## src/rtl/resgen_luma16x16_if.sv

```systemverilog
// Pixel-in / residual-out handshake bundle for the 16x16 luma residual generator.
// The master modport is the generator side; the slave modport is the environment side.
interface resgen_luma16x16_if #(parameter int BITDEPTH = 8);
    logic                pix_valid;
    logic                pix_ready;
    logic [BITDEPTH-1:0] pix_data;
    logic                res_valid;
    logic                res_ready;
    logic [BITDEPTH:0]   vres;
    logic [BITDEPTH:0]   hres;
    logic [BITDEPTH:0]   dcres;
    logic [7:0]          res_idx;
    logic                res_last;

    modport master (
        input  pix_valid, pix_data, res_ready,
        output pix_ready, res_valid, vres, hres, dcres, res_idx, res_last
    );

    modport slave (
        output pix_valid, pix_data, res_ready,
        input  pix_ready, res_valid, vres, hres, dcres, res_idx, res_last
    );
endinterface

```

## src/rtl/resgen_luma16x16.sv

```systemverilog
// 16x16 luma intra residual generator: latches neighbours, builds DC over 16 cycles,
// then streams vertical/horizontal/DC residuals. Define RESGEN_ABS_EN for absolute residuals.
module resgen_luma16x16 #(
    parameter int BITDEPTH = 8
) (
    input  logic                         clk,
    input  logic                         reset,
    input  logic                         enable,
    input  logic                         start,
    input  logic [15:0][BITDEPTH-1:0]    top,
    input  logic [15:0][BITDEPTH-1:0]    left,
    input  logic                         top_avail,
    input  logic                         left_avail,
    resgen_luma16x16_if.master           bus,
    output logic                         busy,
    output logic                         done
);

    localparam int SW = BITDEPTH + 4;
    localparam int BW = BITDEPTH + 5;
    localparam logic [BITDEPTH-1:0] MID = {1'b1, {(BITDEPTH-1){1'b0}}};

    typedef enum logic [1:0] {IDLE, DCSUM, STREAM, DONE} state_e;

    state_e                      state_q;
    logic [15:0][BITDEPTH-1:0]   top_q, left_q;
    logic [15:0][BITDEPTH-1:0]   top_cap, left_cap;
    logic                        top_av_q, left_av_q;
    logic [SW-1:0]               sum_t_q, sum_l_q, sum_t_d, sum_l_d;
    logic [BW-1:0]               sum_both;
    logic [3:0]                  k_q;
    logic [BITDEPTH-1:0]         dc_q, dc_d;
    logic [8:0]                  cnt_q;
    logic                        res_valid_q, res_last_q;
    logic [BITDEPTH:0]           vres_q, hres_q, dcres_q;
    logic [BITDEPTH:0]           vres_d, hres_d, dcres_d;
    logic [7:0]                  res_idx_q;
    logic                        pix_ready_w, pix_hs, res_hs;

    // Residual in BITDEPTH+1 bits; optionally folded to magnitude for the SAD stage.
    function automatic logic [BITDEPTH:0] resid(input logic [BITDEPTH-1:0] a,
                                                 input logic [BITDEPTH-1:0] b);
        logic [BITDEPTH:0] d;
        d = {1'b0, a} - {1'b0, b};
`ifdef RESGEN_ABS_EN
        if (d[BITDEPTH]) begin
            d = -d;
        end
`endif
        return d;
    endfunction

    always_comb begin
        for (int i = 0; i < 16; i++) begin
            top_cap[i]  = top_avail  ? top[i]  : MID;
            left_cap[i] = left_avail ? left[i] : MID;
        end
    end

    // DC accumulation with the final rounding applied on the last DCSUM cycle.
    always_comb begin
        sum_t_d  = sum_t_q + SW'(top_q[k_q]);
        sum_l_d  = sum_l_q + SW'(left_q[k_q]);
        sum_both = BW'(sum_t_d) + BW'(sum_l_d) + BW'(16);
        case ({top_av_q, left_av_q})
            2'b11:   dc_d = BITDEPTH'(sum_both >> 5);
            2'b10:   dc_d = BITDEPTH'((sum_t_d + SW'(8)) >> 4);
            2'b01:   dc_d = BITDEPTH'((sum_l_d + SW'(8)) >> 4);
            default: dc_d = MID;
        endcase
    end

    assign pix_ready_w = (state_q == STREAM) && enable && (!res_valid_q || bus.res_ready)
                         && !cnt_q[8];
    assign pix_hs      = bus.pix_valid && pix_ready_w;
    assign res_hs      = res_valid_q && bus.res_ready;

    always_comb begin
        vres_d  = resid(bus.pix_data, top_q[cnt_q[3:0]]);
        hres_d  = resid(bus.pix_data, left_q[cnt_q[7:4]]);
        dcres_d = resid(bus.pix_data, dc_q);
    end

    // Control FSM and the single output register stage; enable low freezes everything.
    always_ff @(posedge clk or negedge reset) begin
        if (!reset) begin
            state_q     <= IDLE;
            top_q       <= '0;
            left_q      <= '0;
            top_av_q    <= 1'b0;
            left_av_q   <= 1'b0;
            sum_t_q     <= '0;
            sum_l_q     <= '0;
            k_q         <= '0;
            dc_q        <= '0;
            cnt_q       <= '0;
            res_valid_q <= 1'b0;
            res_last_q  <= 1'b0;
            res_idx_q   <= '0;
            vres_q      <= '0;
            hres_q      <= '0;
            dcres_q     <= '0;
        end else if (enable) begin
            case (state_q)
                IDLE: begin
                    if (start) begin
                        top_q     <= top_cap;
                        left_q    <= left_cap;
                        top_av_q  <= top_avail;
                        left_av_q <= left_avail;
                        sum_t_q   <= '0;
                        sum_l_q   <= '0;
                        k_q       <= '0;
                        cnt_q     <= '0;
                        state_q   <= DCSUM;
                    end
                end
                DCSUM: begin
                    sum_t_q <= sum_t_d;
                    sum_l_q <= sum_l_d;
                    k_q     <= k_q + 4'd1;
                    if (k_q == 4'd15) begin
                        dc_q    <= dc_d;
                        state_q <= STREAM;
                    end
                end
                STREAM: begin
                    if (pix_hs) begin
                        res_valid_q <= 1'b1;
                        vres_q      <= vres_d;
                        hres_q      <= hres_d;
                        dcres_q     <= dcres_d;
                        res_idx_q   <= cnt_q[7:0];
                        res_last_q  <= (cnt_q == 9'd255);
                        cnt_q       <= cnt_q + 9'd1;
                    end else if (res_hs) begin
                        res_valid_q <= 1'b0;
                    end
                    if (res_hs && res_last_q) begin
                        state_q <= DONE;
                    end
                end
                DONE: begin
                    res_last_q <= 1'b0;
                    state_q    <= IDLE;
                end
                default: state_q <= IDLE;
            endcase
        end
    end

    assign bus.pix_ready = pix_ready_w;
    assign bus.res_valid = res_valid_q;
    assign bus.vres      = vres_q;
    assign bus.hres      = hres_q;
    assign bus.dcres     = dcres_q;
    assign bus.res_idx   = res_idx_q;
    assign bus.res_last  = res_last_q;
    assign busy          = (state_q != IDLE);
    assign done          = (state_q == DONE);

endmodule

```

## src/flat_wrapper.sv

```systemverilog
// flat-port wrapper written by rule: the top's interface ports become plain ports
module resgen_luma16x16_flat 
#(
    parameter int BITDEPTH = 8
)
  (clk, reset, enable, start, top, left, top_avail, left_avail, busy, done, bus_pix_valid, bus_pix_data, bus_res_ready, bus_pix_ready, bus_res_valid, bus_vres, bus_hres, bus_dcres, bus_res_idx, bus_res_last);
  resgen_luma16x16_if #(.BITDEPTH(BITDEPTH)) bus_i ();
  input  logic clk;
  input  logic reset;
  input  logic enable;
  input  logic start;
  input  logic [15:0][BITDEPTH-1:0] top;
  input  logic [15:0][BITDEPTH-1:0] left;
  input  logic top_avail;
  input  logic left_avail;
  output logic busy;
  output logic done;
  input wire logic [$bits(bus_i.pix_valid)-1:0] bus_pix_valid;
  input wire logic [$bits(bus_i.pix_data)-1:0] bus_pix_data;
  input wire logic [$bits(bus_i.res_ready)-1:0] bus_res_ready;
  output wire logic [$bits(bus_i.pix_ready)-1:0] bus_pix_ready;
  output wire logic [$bits(bus_i.res_valid)-1:0] bus_res_valid;
  output wire logic [$bits(bus_i.vres)-1:0] bus_vres;
  output wire logic [$bits(bus_i.hres)-1:0] bus_hres;
  output wire logic [$bits(bus_i.dcres)-1:0] bus_dcres;
  output wire logic [$bits(bus_i.res_idx)-1:0] bus_res_idx;
  output wire logic [$bits(bus_i.res_last)-1:0] bus_res_last;
  assign bus_i.pix_valid = bus_pix_valid;
  assign bus_i.pix_data = bus_pix_data;
  assign bus_i.res_ready = bus_res_ready;
  assign bus_pix_ready = bus_i.pix_ready;
  assign bus_res_valid = bus_i.res_valid;
  assign bus_vres = bus_i.vres;
  assign bus_hres = bus_i.hres;
  assign bus_dcres = bus_i.dcres;
  assign bus_res_idx = bus_i.res_idx;
  assign bus_res_last = bus_i.res_last;
  resgen_luma16x16 #(.BITDEPTH(BITDEPTH)) u_core (.clk(clk), .reset(reset), .enable(enable), .start(start), .top(top), .left(left), .top_avail(top_avail), .left_avail(left_avail), .bus(bus_i), .busy(busy), .done(done));
endmodule
```

## config.mk

```make
export PLATFORM = sky130hd
export DESIGN_NAME = resgen_luma16x16_flat
export DESIGN_NICKNAME = d
export VERILOG_FILES = /design/src/rtl/resgen_luma16x16_if.sv /design/src/rtl/resgen_luma16x16.sv /design/src/flat_wrapper.sv
export SDC_FILE = /design/constraint.sdc
export NUM_CORES = 1
export LEC_CHECK = 0
export BUFFER_PORTS_ARGS = -buffer_cell sky130_fd_sc_hd__buf_2
export CORE_AREA = 2 2 144 251
export CTS_CLUSTER_DIAMETER = 200
export DETAILED_ROUTE_END_ITERATION = 8
export DIE_AREA = 0 0 146 253
export GPL_TIMING_DRIVEN = 0
export MAX_ROUTING_LAYER = met4
export PLACE_DENSITY_LB_ADDON = 0.15
export SYNTH_ARGS = -nofsm -noshare
export SYNTH_HDL_FRONTEND = slang
export SYNTH_SLANG_ARGS = --single-unit
export TNS_END_PERCENT = 10
```

## constraint.sdc

```tcl
create_clock -name clk -period 6.85 [get_ports clk]
set_input_delay 0.685 -clock clk [delete_from_list [all_inputs] [get_ports clk]]
set_output_delay 0.685 -clock clk [all_outputs]
set_load 0.02 [all_outputs]
```

# [Word level (Yosys, flattened, before mapping)]
# Index checks and enable logic that the tools add are counted.
# W data, S select, Z words.
[word_totals] ff_bits=342 wordCells=152 output_inout_bits=40 in_bits=272
[classes] n_lt_le_gt_ge=3 n_addsub=11 n_reduce_logical=23 n_eq_ne=12 muxes=57
[op_table] cell="$mux W8" count=36
[op_table] cell="$bmux W8 S4" count=4
[op_table] cell="$pmux W12 S2" count=2
[op_table] cell="$sub A8 B8 Y9" count=3
[op_table] cell="$add A12 B4 Y12 const B" count=2
[op_table] cell="$add A12 B8 Y12" count=2
[op_table] cell="$pmux W8 S3" count=1
[op_table] cell="$mux W9" count=2
[op_table] cell="$pmux W9 S2" count=1
[op_table] cell="$reduce_and A3 Y1" count=6
[op_table] cell="$lt A4 B5 Y1 const B" count=3
[op_table] cell="$add A12 B12 Y13" count=1
[op_table] cell="$add A13 B5 Y13 const B" count=1
[op_table] cell="$mux W12" count=1
[op_table] cell="$reduce_bool A2 Y1" count=5
[op_table] cell="$add A9 B1 Y9 const B" count=1
[op_table] cell="$eq A9 B8 Y1 const B" count=1
[op_table] cell="$eq A2 B2 Y1 const B" count=4
[op_table] cell="$pmux W2 S4" count=1
[op_table] cell="$pmux W4 S2" count=1
[op_table] cell="$reduce_and A4 Y1" count=2
[op_table] cell="$logic_and A1 B1 Y1" count=6
[op_table] cell="$mux W2" count=3
[op_table] cell="$add A4 B1 Y4 const B" count=1
[op_table] cell="10 further kinds" count=16

# [Depth between registers and ports, before layout]
# Gate-level depths: netlist (run 1).
[depth] word_depth=7 ltp_mapped=22 mapped_depth_nobuf=19

# [Least setup slack after synthesis (run 1)]
# No wires, ideal clock.
[synth_timing] path_type="register to register" start="register u_core.k_q[0]" end="register u_core.dc_q[7]" setup_ns=0.137 path_slack_ns=1.173 t_required_ns=6.713 arrival_ns=5.540 path_buffers=3 path_stages_with_launch=22 period_less_slack_ns=5.677 cell_sequence="dfrtp_1 clkbuf_1 buf_2 buf_1 mux4_2 mux4_2 ha_1 a21o_1 a31o_1 or3_4 and2_1 ha_1 ha_1 inv_1 a221oi_1 o31a_1 or4_4 a31oi_4 nor2b_1 or3_1 nand3_1 a22oi_1"
[synth_via] elab_chain_cells=6 word_cells_on_any_way=13 classes_between="6 x add/sub; 1 x eq/ne; 5 x mux; 1 x reduce/logical"
[synth_rtl] item="start: declaration" line_no="resgen_luma16x16.sv:31" text="logic [3:0] k_q;"
[synth_rtl] item="start signal: assignment" line_no="resgen_luma16x16.sv:121" text="k_q <= k_q + 4'd1;"
[synth_rtl] item="$bmux W8 S4 (on tied branches)" line_no="resgen_luma16x16.sv:62, resgen_luma16x16.sv:63"
[synth_rtl] item="$mux W8 (on tied branches)" line_no="resgen_luma16x16.sv:62, resgen_luma16x16.sv:63"
[synth_rtl] item="$add A12 B8 Y12 (on tied branches)" line_no="resgen_luma16x16.sv:62, resgen_luma16x16.sv:63"
[synth_rtl] item="$add A12 B12 Y13" line_no="resgen_luma16x16.sv:64" text="sum_both = BW'(sum_t_d) + BW'(sum_l_d) + BW'(16);"
[synth_rtl] item="$add A13 B5 Y13" line_no="resgen_luma16x16.sv:64"
[synth_rtl] item="$pmux W8 S3" line_no="resgen_luma16x16.sv:65" text="case ({top_av_q, left_av_q})"
[synth_rtl] item="end signal: assignment" line_no="resgen_luma16x16.sv:95" text="dc_q <= '0;"
[synth_rtl] item="end signal: assignment" line_no="resgen_luma16x16.sv:123" text="dc_q <= dc_d;"
[synth_rtl] item="end: declaration" line_no="resgen_luma16x16.sv:32" text="logic [BITDEPTH-1:0] dc_q, dc_d;"
# Parallel ways exist; a longest one is shown, timed or not. The select of a mux whose other input is x is not followed.
# A chain may end at the register's enable or synchronous reset.

# [Worst setup path in the final report (run 1)]
[layout_timing] start="register u_core.k_q[1]" end="register u_core.dc_q[7]"
# Same word-level chain as after synthesis.

==> results of run 1 <==
[layer usage]
layer | vias to the layer above | wire, um | GRT usage
met2 | 894 | 32300 | 0.613
met1 | 8332 | 22000 | 0.405
met3 | 288 | 4930 | 0.0541
met5 | - | 0 | -
met4 | 0 | 6060 | 0.271
li1 | 7764 | - | -
[per-stage QoR]
stage / cells / power (mW) / setup WS, ns / cell area, um^2
4_1_cts: 2843 / 11.3 / 0.0909 / 23300
6_report: 2843 / 11.4 / 0.225 / 23300
5_1_grt: 2843 / 12.1 / 0.0361 / 23300
3_5_place_dp: 2785 / 9.40 / 0.145 / 22200
3_3_place_gp: 2782 / 9.14 / -1.38 / 22100
2_1_floorplan: 2009 / 7.58 / 1.17 / 20000
[worst max-delay path, stage by stage, from the launching register on]
cell	delay, ns
dfrtp_1	0.42
clkbuf_1	0.61
clkbuf_1	0.71
mux4_2	0.43
mux4_2	0.49
ha_1	0.23
fa_1	0.44
a21o_1	0.21
a22oi_2	0.21
nand2_1	0.10
xnor2_1	0.32
inv_1	0.08
ha_1	0.32
ha_1	0.33
o21a_1	0.19
o31a_1	0.15
or4_4	0.46
a31oi_4	0.19
nor2b_1	0.07
or3_1	0.30
nand3_1	0.13
a22oi_1	0.08
[where the power goes]
part           leakage [nW]  total [mW]  switching (mW)  internal, mW
sequential             4.42        3.63           0.730          2.90
clock                 0.528        1.87           0.821          1.05
combinational          6.51        5.90            3.28          2.62
total                  11.5        11.4            4.83          6.56
[final timing paths]
check / start / endpoint / slack (ns) / cells past startpoint
setup / recovery: u_core.k_q[1] / u_core.dc_q[7] / 0.22 / 21
max in group asynchronous: reset / u_core.left_q[69] / 5.47 / 3
min in group clk: top[74] / u_core.top_q[74] / 0.37 / 3
setup reg to reg: u_core.k_q[1] / u_core.dc_q[7] / 0.22 / 21
hold reg to reg: u_core.bus.dcres[6] / u_core.bus.dcres[6] / 0.47 / 2
hold / removal: reset / u_core.dc_q[3] / 0.1 / 1
[area by class of cell]
cell class                      instances  area, um^2  area share
Multi-Input combinational cell       1438       10600       0.453
Sequential cell                       342        8560       0.367
Timing Repair Buffer                  311        1630      0.0701
Clock buffer                           49         998      0.0428
Buffer                                150         593      0.0254
Tap cell                              465         582      0.0250
Inverter                               79         297      0.0127
Clock inverter                          9        78.8     0.00338
[timing repair]
item / 4_1_cts / 5_1_grt
gates resized for setup: 0 / 11
endpoints found under the setup margin: 0 / 1
hold buffers: 0 / 0
hold endpoints to repair: 0 / 0
buffers inserted: 0 / 0
[sequential cells by signal, summed over array words and instances (netlist names), 2 cells and up]
name / count
u_core.left_q: 128
u_core.state_q: 2
u_core.bus.vres: 9
u_core.dc_q: 8
u_core.bus.dcres: 9
u_core.sum_t_q: 12
u_core.bus.hres: 9
u_core.cnt_q: 9
u_core.k_q: 4
u_core.top_q: 128
u_core.sum_l_q: 12
u_core.bus.res_idx: 8
[cell families (layout without fill, tap and decap cells)]
kind of cell / count (synthesis) / after routing / synth area share
buffers and inverters: 229 / 598 / 0.0441
AOI/OAI and AO/OA: 216 / 216 / 0.0692
muxes: 174 / 174 / 0.188
adders and majority gates: 77 / 77 / 0.0500
DFF: 342 / 342 / 0.428
and+or+nand+nor: 923 / 923 / 0.200
xor gates and xnor gates: 48 / 48 / 0.0210
[cell usage after synthesis, types with 5 or more instances]
| cell | n | area (um^2) |
|---|---|---|
| nand2_1 | 537 | 2020 |
| dfrtp_1 | 342 | 8560 |
| nand3_1 | 254 | 1270 |
| mux4_2 | 160 | 3600 |
| clkbuf_1 | 123 | 462 |
| inv_1 | 78 | 293 |
| ha_1 | 72 | 901 |
| o21ai_0 | 67 | 335 |
| nor2_1 | 61 | 229 |
| a31oi_1 | 37 | 231 |
| a21oi_1 | 27 | 135 |
| xnor2_1 | 27 | 236 |
| a21o_1 | 24 | 180 |
| xor2_1 | 21 | 184 |
| buf_1 | 14 | 52.6 |
| nor2b_1 | 14 | 87.6 |
| buf_2 | 12 | 60.1 |
| mux2_2 | 11 | 124 |
| o21ai_1 | 11 | 55.1 |
| o31ai_1 | 11 | 82.6 |
| nand2b_1 | 9 | 56.3 |
| nor3_1 | 8 | 40.0 |
| a22o_1 | 6 | 52.6 |
| a32oi_1 | 6 | 52.6 |
| nand4_1 | 6 | 37.5 |
| or3_1 | 6 | 37.5 |
| and2_1 | 5 | 31.3 |
| fa_1 | 5 | 100 |
==> key figures, run 1 <==
Outcome
  – Outcome: finished clean

Timing
  – Max Fclk: 0.151 GHz
  – Measured slew at the worst slew-check pin: about 1.0 ns
  – Setup Skew: approximately 0.018 ns
  – Fin. Hold Viols: 0
  – Final Setup Violations: 0
  – Relative slew slack: 0.305
  – RSZ-0062 raised after global routing: false
  – Hold slack: between 0.09 and 0.1 ns
  – Fin Setup TNS: 0 ns
  – Fin crit period: 6.63 ns
  – Fin. max-slew vios: 0
  – Period utilization: 0.967

Power
  – Worst-case vdd ir drop: ~290 uV
  – PwrDens: between 400 and 500 nW/um^2
  – LEAKAGE: 11.5 nW

Route
  – Routed Antenna Nets: 0
  – Total number of vias: 17300
  – DRC: 0
  – Total Wirelength: 65200 um
  – Drt initial violations: approximately 1400
  – Avg WL per Cell: roughly 23 um
  – DRT Pass-1 Iters: 5
  – Vias per std cell: approximately 6

Die
  – Die height: 253 um
  – Floorplan core area: approximately 35000 um^2
  – Die Wd: around 150 um
  – Row cnt: 91
  – Starting Density: 0.571
  – Top-Level Pins: around 310
  – Die Area: about 37000 um^2

Synth
  – Syn_area_per_cell: 9.96 um^2
  – Yosys warnings: 0
  – Post-synth EDFFs: 0
  – Syn Inst Count: roughly 2000
  – Synth async-reset ratio: 1.00
  – Sequential fraction of the synthesis area: 0.428
  – Synth Register Bits: 342
  – Top_reg_cell synth: dfrtp_1
  – Synth unique cells: 63
  – Syn nets: between 2000 and 2500
  – Mapped Area: ~20000 um^2

Placed design
  – DP HPWL: a little over 50000 um
  – Placer Congestion: roughly 1.1
  – Port Buffer Count: 308

CTS
  – Clock Path Buffers: 3
  – Clk_lat worst skew: 0.54 ns
  – Clk slew on worst S/H paths: about 0.06 ns
  – Num CTS Buffers: 34
  – CTS Sinks: around 340
  – CTS HTree Levels: 2
  – TritonCTS clock tree: yes
  – Clock root cell: clkbuf_16

Layout
  – Util after Layout: 0.665
  – # diodes: 0
  – Most frequent cells in the layout: nand2_1, dfrtp_1, buf_2
  – Area Growth Syn to Fin: 16.5%
  – Fill count: between 2000 and 3000
  – Commonest non-fill, non-tap cell in the layout: nand2_1
  – Fin nets: 2705
  – Fraction of layout cells with a size suffix above 1: 0.239

Setup path
  – Req. time, crit path: about 7.3 ns
  – Crit end category: register
  – Max Fanout on Critical Path: 10
  – CP arrival: between 7 and 8 ns
  – Worst Path Class, Setup: register to register
  – Crit start category: register

Global routing
  – Largest net degree at the start of global routing: 99
  – First-pass GRT wire length: between 90000 and 100000 um
  – Global route overflow: 0
  – Initial antenna violation count: 0
  – Vias in the first global route: around 18000
  – Total track usage: 0.369

Hold path
  – Hold Crit Class: primary input to asynchronous set/reset pin

Flow run
  – Max-cap viol count: 0
Note: power is estimated with default switching activity, not from simulation.
==> inputs of run 2 (changes only) <==
CORE_AREA = 2 2 189 191   (was 2 2 144 251)
DIE_AREA = 0 0 191 193   (was 0 0 146 253)
==> run 2 against run 1 <==
Routed wire length shrank 2.3%; largest cell class unchanged; highest routed layer unchanged; power rose by 2.5%; via count increased by 1.6%; critical path type unchanged.
==> key figures, run 2 (synthesized netlist as in run 1, its figures left out) <==
Outcome
  – Outcome: finished clean

Setup path
  – Crit-path most repeated cell: ha_1
  – Req. time, crit path: slightly above 7 ns
  – Crit end category: register
  – Worst Path Buf+Inv: 3
  – Internal reg-to-reg setup slack: 0.29 ns
  – Crit-path cells: clkbuf_1 -> clkbuf_1 -> mux4_2 -> mux4_2 -> ha_1 -> fa_1 -> a211oi_2 -> o21bai_1 -> a21oi_1 -> xor2_1 -> inv_1 -> ha_1 -> ha_1 -> o21a_1 -> o31a_1 -> or4_4 -> a31oi_4 -> nor2b_1 -> or3_1 -> nand3_1 -> a22oi_1
  – CP arrival: roughly 7.0 ns
  – Max Fanout on Critical Path: 10
  – Stages on worst setup path: 21
  – CP delay by family, top: buffers and inverters
  – Crit start category: register
  – Critical path's slowest cell: clkbuf_1
  – Slowest cell delay on critical path: ~0.76 ns
  – R2R cell count: 21
  – Worst Path Class, Setup: register to register

Timing
  – Measured slew at the worst slew-check pin: 1.08 ns
  – Fin. max-slew vios: 0
  – Setup Skew: between 0.015 and 0.02 ns
  – Relative slew slack: 0.281
  – Hold slack: around 0.031 ns
  – Period utilization: 0.957
  – RSZ-0062 raised after global routing: false
  – Final Setup Violations: 0
  – Fin Setup TNS: 0 ns
  – Fin. Hold Viols: 0
  – Max Fclk: approximately 0.15 GHz
  – Fin crit period: between 6 and 7 ns

Layout
  – Most frequent cells in the layout: nand2_1, dfrtp_1, buf_2
  – Top flop regs: u_core.left_q x128, u_core.top_q x128
  – Commonest non-fill, non-tap cell in the layout: nand2_1
  – Fraction of layout cells with a size suffix above 1: 0.239
  – Fin cells: around 2900
  – Util after Layout: 0.674
  – Fin nets: between 2000 and 3000
  – Final instance area: approximately 24000 um^2
  – Area Growth Syn to Fin: 17.8%

Placed design
  – Dpl cells: about 2800
  – Port Buffer Count: 308
  – DP HPWL: roughly 50000 um
  – Placed Area: approximately 22000 um^2
  – Placer Congestion: about 0.98

Power
  – Clock power share: 0.189
  – Comb pwr share: 0.502
  – Sw power: 4.83 mW
  – Reg power frac: 0.309
  – Worst-case vdd ir drop: between 300 and 400 uV
  – Pint: slightly below 7 mW
  – Switching share of power: 0.413
  – LEAKAGE: between 10 and 15 nW
  – PwrDens: around 500 nW/um^2

CTS
  – CTS HTree Levels: 2
  – Clk_lat worst skew: about 0.55 ns
  – # hold bufs at CTS: 0
  – PostCTS Resize Cnt: 0
  – Clock Path Buffers: 3
  – Clock root cell: clkbuf_16
  – Post CTS Setup Buffer Count: 0
  – Num CTS Buffers: 39
  – CTS Sinks: between 300 and 400
  – TritonCTS clock tree: yes
  – Clk slew on worst S/H paths: about 0.06 ns

Route
  – DRC: 0
  – Vias per std cell: around 6.2
  – Drt initial violations: roughly 1700
  – Routed Antenna Nets: 0
  – DRT Pass-1 Iters: 7
  – Total Wirelength: 63800 um
  – Avg WL per Cell: ~22 um
  – Total number of vias: 17600

Global routing
  – Largest net degree at the start of global routing: approximately 110
  – Total track usage: 0.364
  – Initial antenna violation count: 2
  – Global route overflow: 0
  – Vias in the first global route: around 17000
  – First-pass GRT wire length: roughly 96000 um

Die
  – Die Wd: about 190 um
  – Top-Level Pins: about 310
  – Floorplan core area: ~35000 um^2
  – Die Area: approximately 37000 um^2
  – Row cnt: a little under 70
  – Die height: slightly below 200 um
  – Starting Density: 0.572

Hold path
  – Hold Crit Class: primary input to asynchronous set/reset pin

Flow run
  – Max-cap viol count: 0
## run 2: cell count changes in the layout (fill, tap and decap cells not counted), moves of 2 or more
cell / delta
clkbuf_8: +2
clkbuf_1: +6
clkbuf_2: -4
clkinv_2: -3
clkbuf_16: +6
diode_2: +3
bufinv_16: +3
clkinvlp_4: -2
## run 2: power by group through the flow
stage          Clock, mW  Combinational, mW  Sequential (mW)
6_report            2.21               5.86             3.61
5_1_grt             2.30               6.40             3.69
4_1_cts             2.22               5.80             3.58
3_5_place_dp           0               5.77             3.59
3_3_place_gp           0               5.59             3.52
2_1_floorplan          0               4.15             3.43
## run 2: metal layers
| metal | share of wire | vias to the layer above | GRT usage |
|---|---|---|---|
| li1 | - | 7778 | - |
| met1 | 0.40 | 8665 | 0.497 |
| met2 | 0.46 | 945 | 0.543 |
| met3 | 0.10 | 166 | 0.0710 |
| met4 | 0.039 | 0 | 0.144 |
| met5 | 0 | - | - |
## run 2: worst paths after layout
check / startpoint / to
setup / recovery: u_core.k_q[1] / u_core.dc_q[7]
hold / removal: reset / u_core.bus.hres[4]
setup reg to reg: u_core.k_q[1] / u_core.dc_q[7]
hold reg to reg: u_core.bus.dcres[3] / u_core.bus.dcres[3]
max in group asynchronous: reset / u_core.top_q[99]
min in group clk: left[118] / u_core.left_q[118]
## run 2: through the flow
stage	setup WS (ns)	power (mW)
after global placement	-1.46	9.11
after CTS	0.354	11.6
final	0.294	11.7
after detailed placement	0.365	9.36
after global routing	0.0386	12.4
after floorplan	1.17	7.58
## run 2: layout make-up
cell class | instances | area (um^2)
Sequential cell | 342 | 8560
Multi-Input combinational cell | 1438 | 10600
Clock inverter | 8 | 159
Inverter | 79 | 297
Clock buffer | 60 | 1190
Fill cell | 2766 | 11400
Tap cell | 461 | 577
Antenna cell | 3 | 7.51
Buffer | 150 | 586
Timing Repair Buffer | 311 | 1630
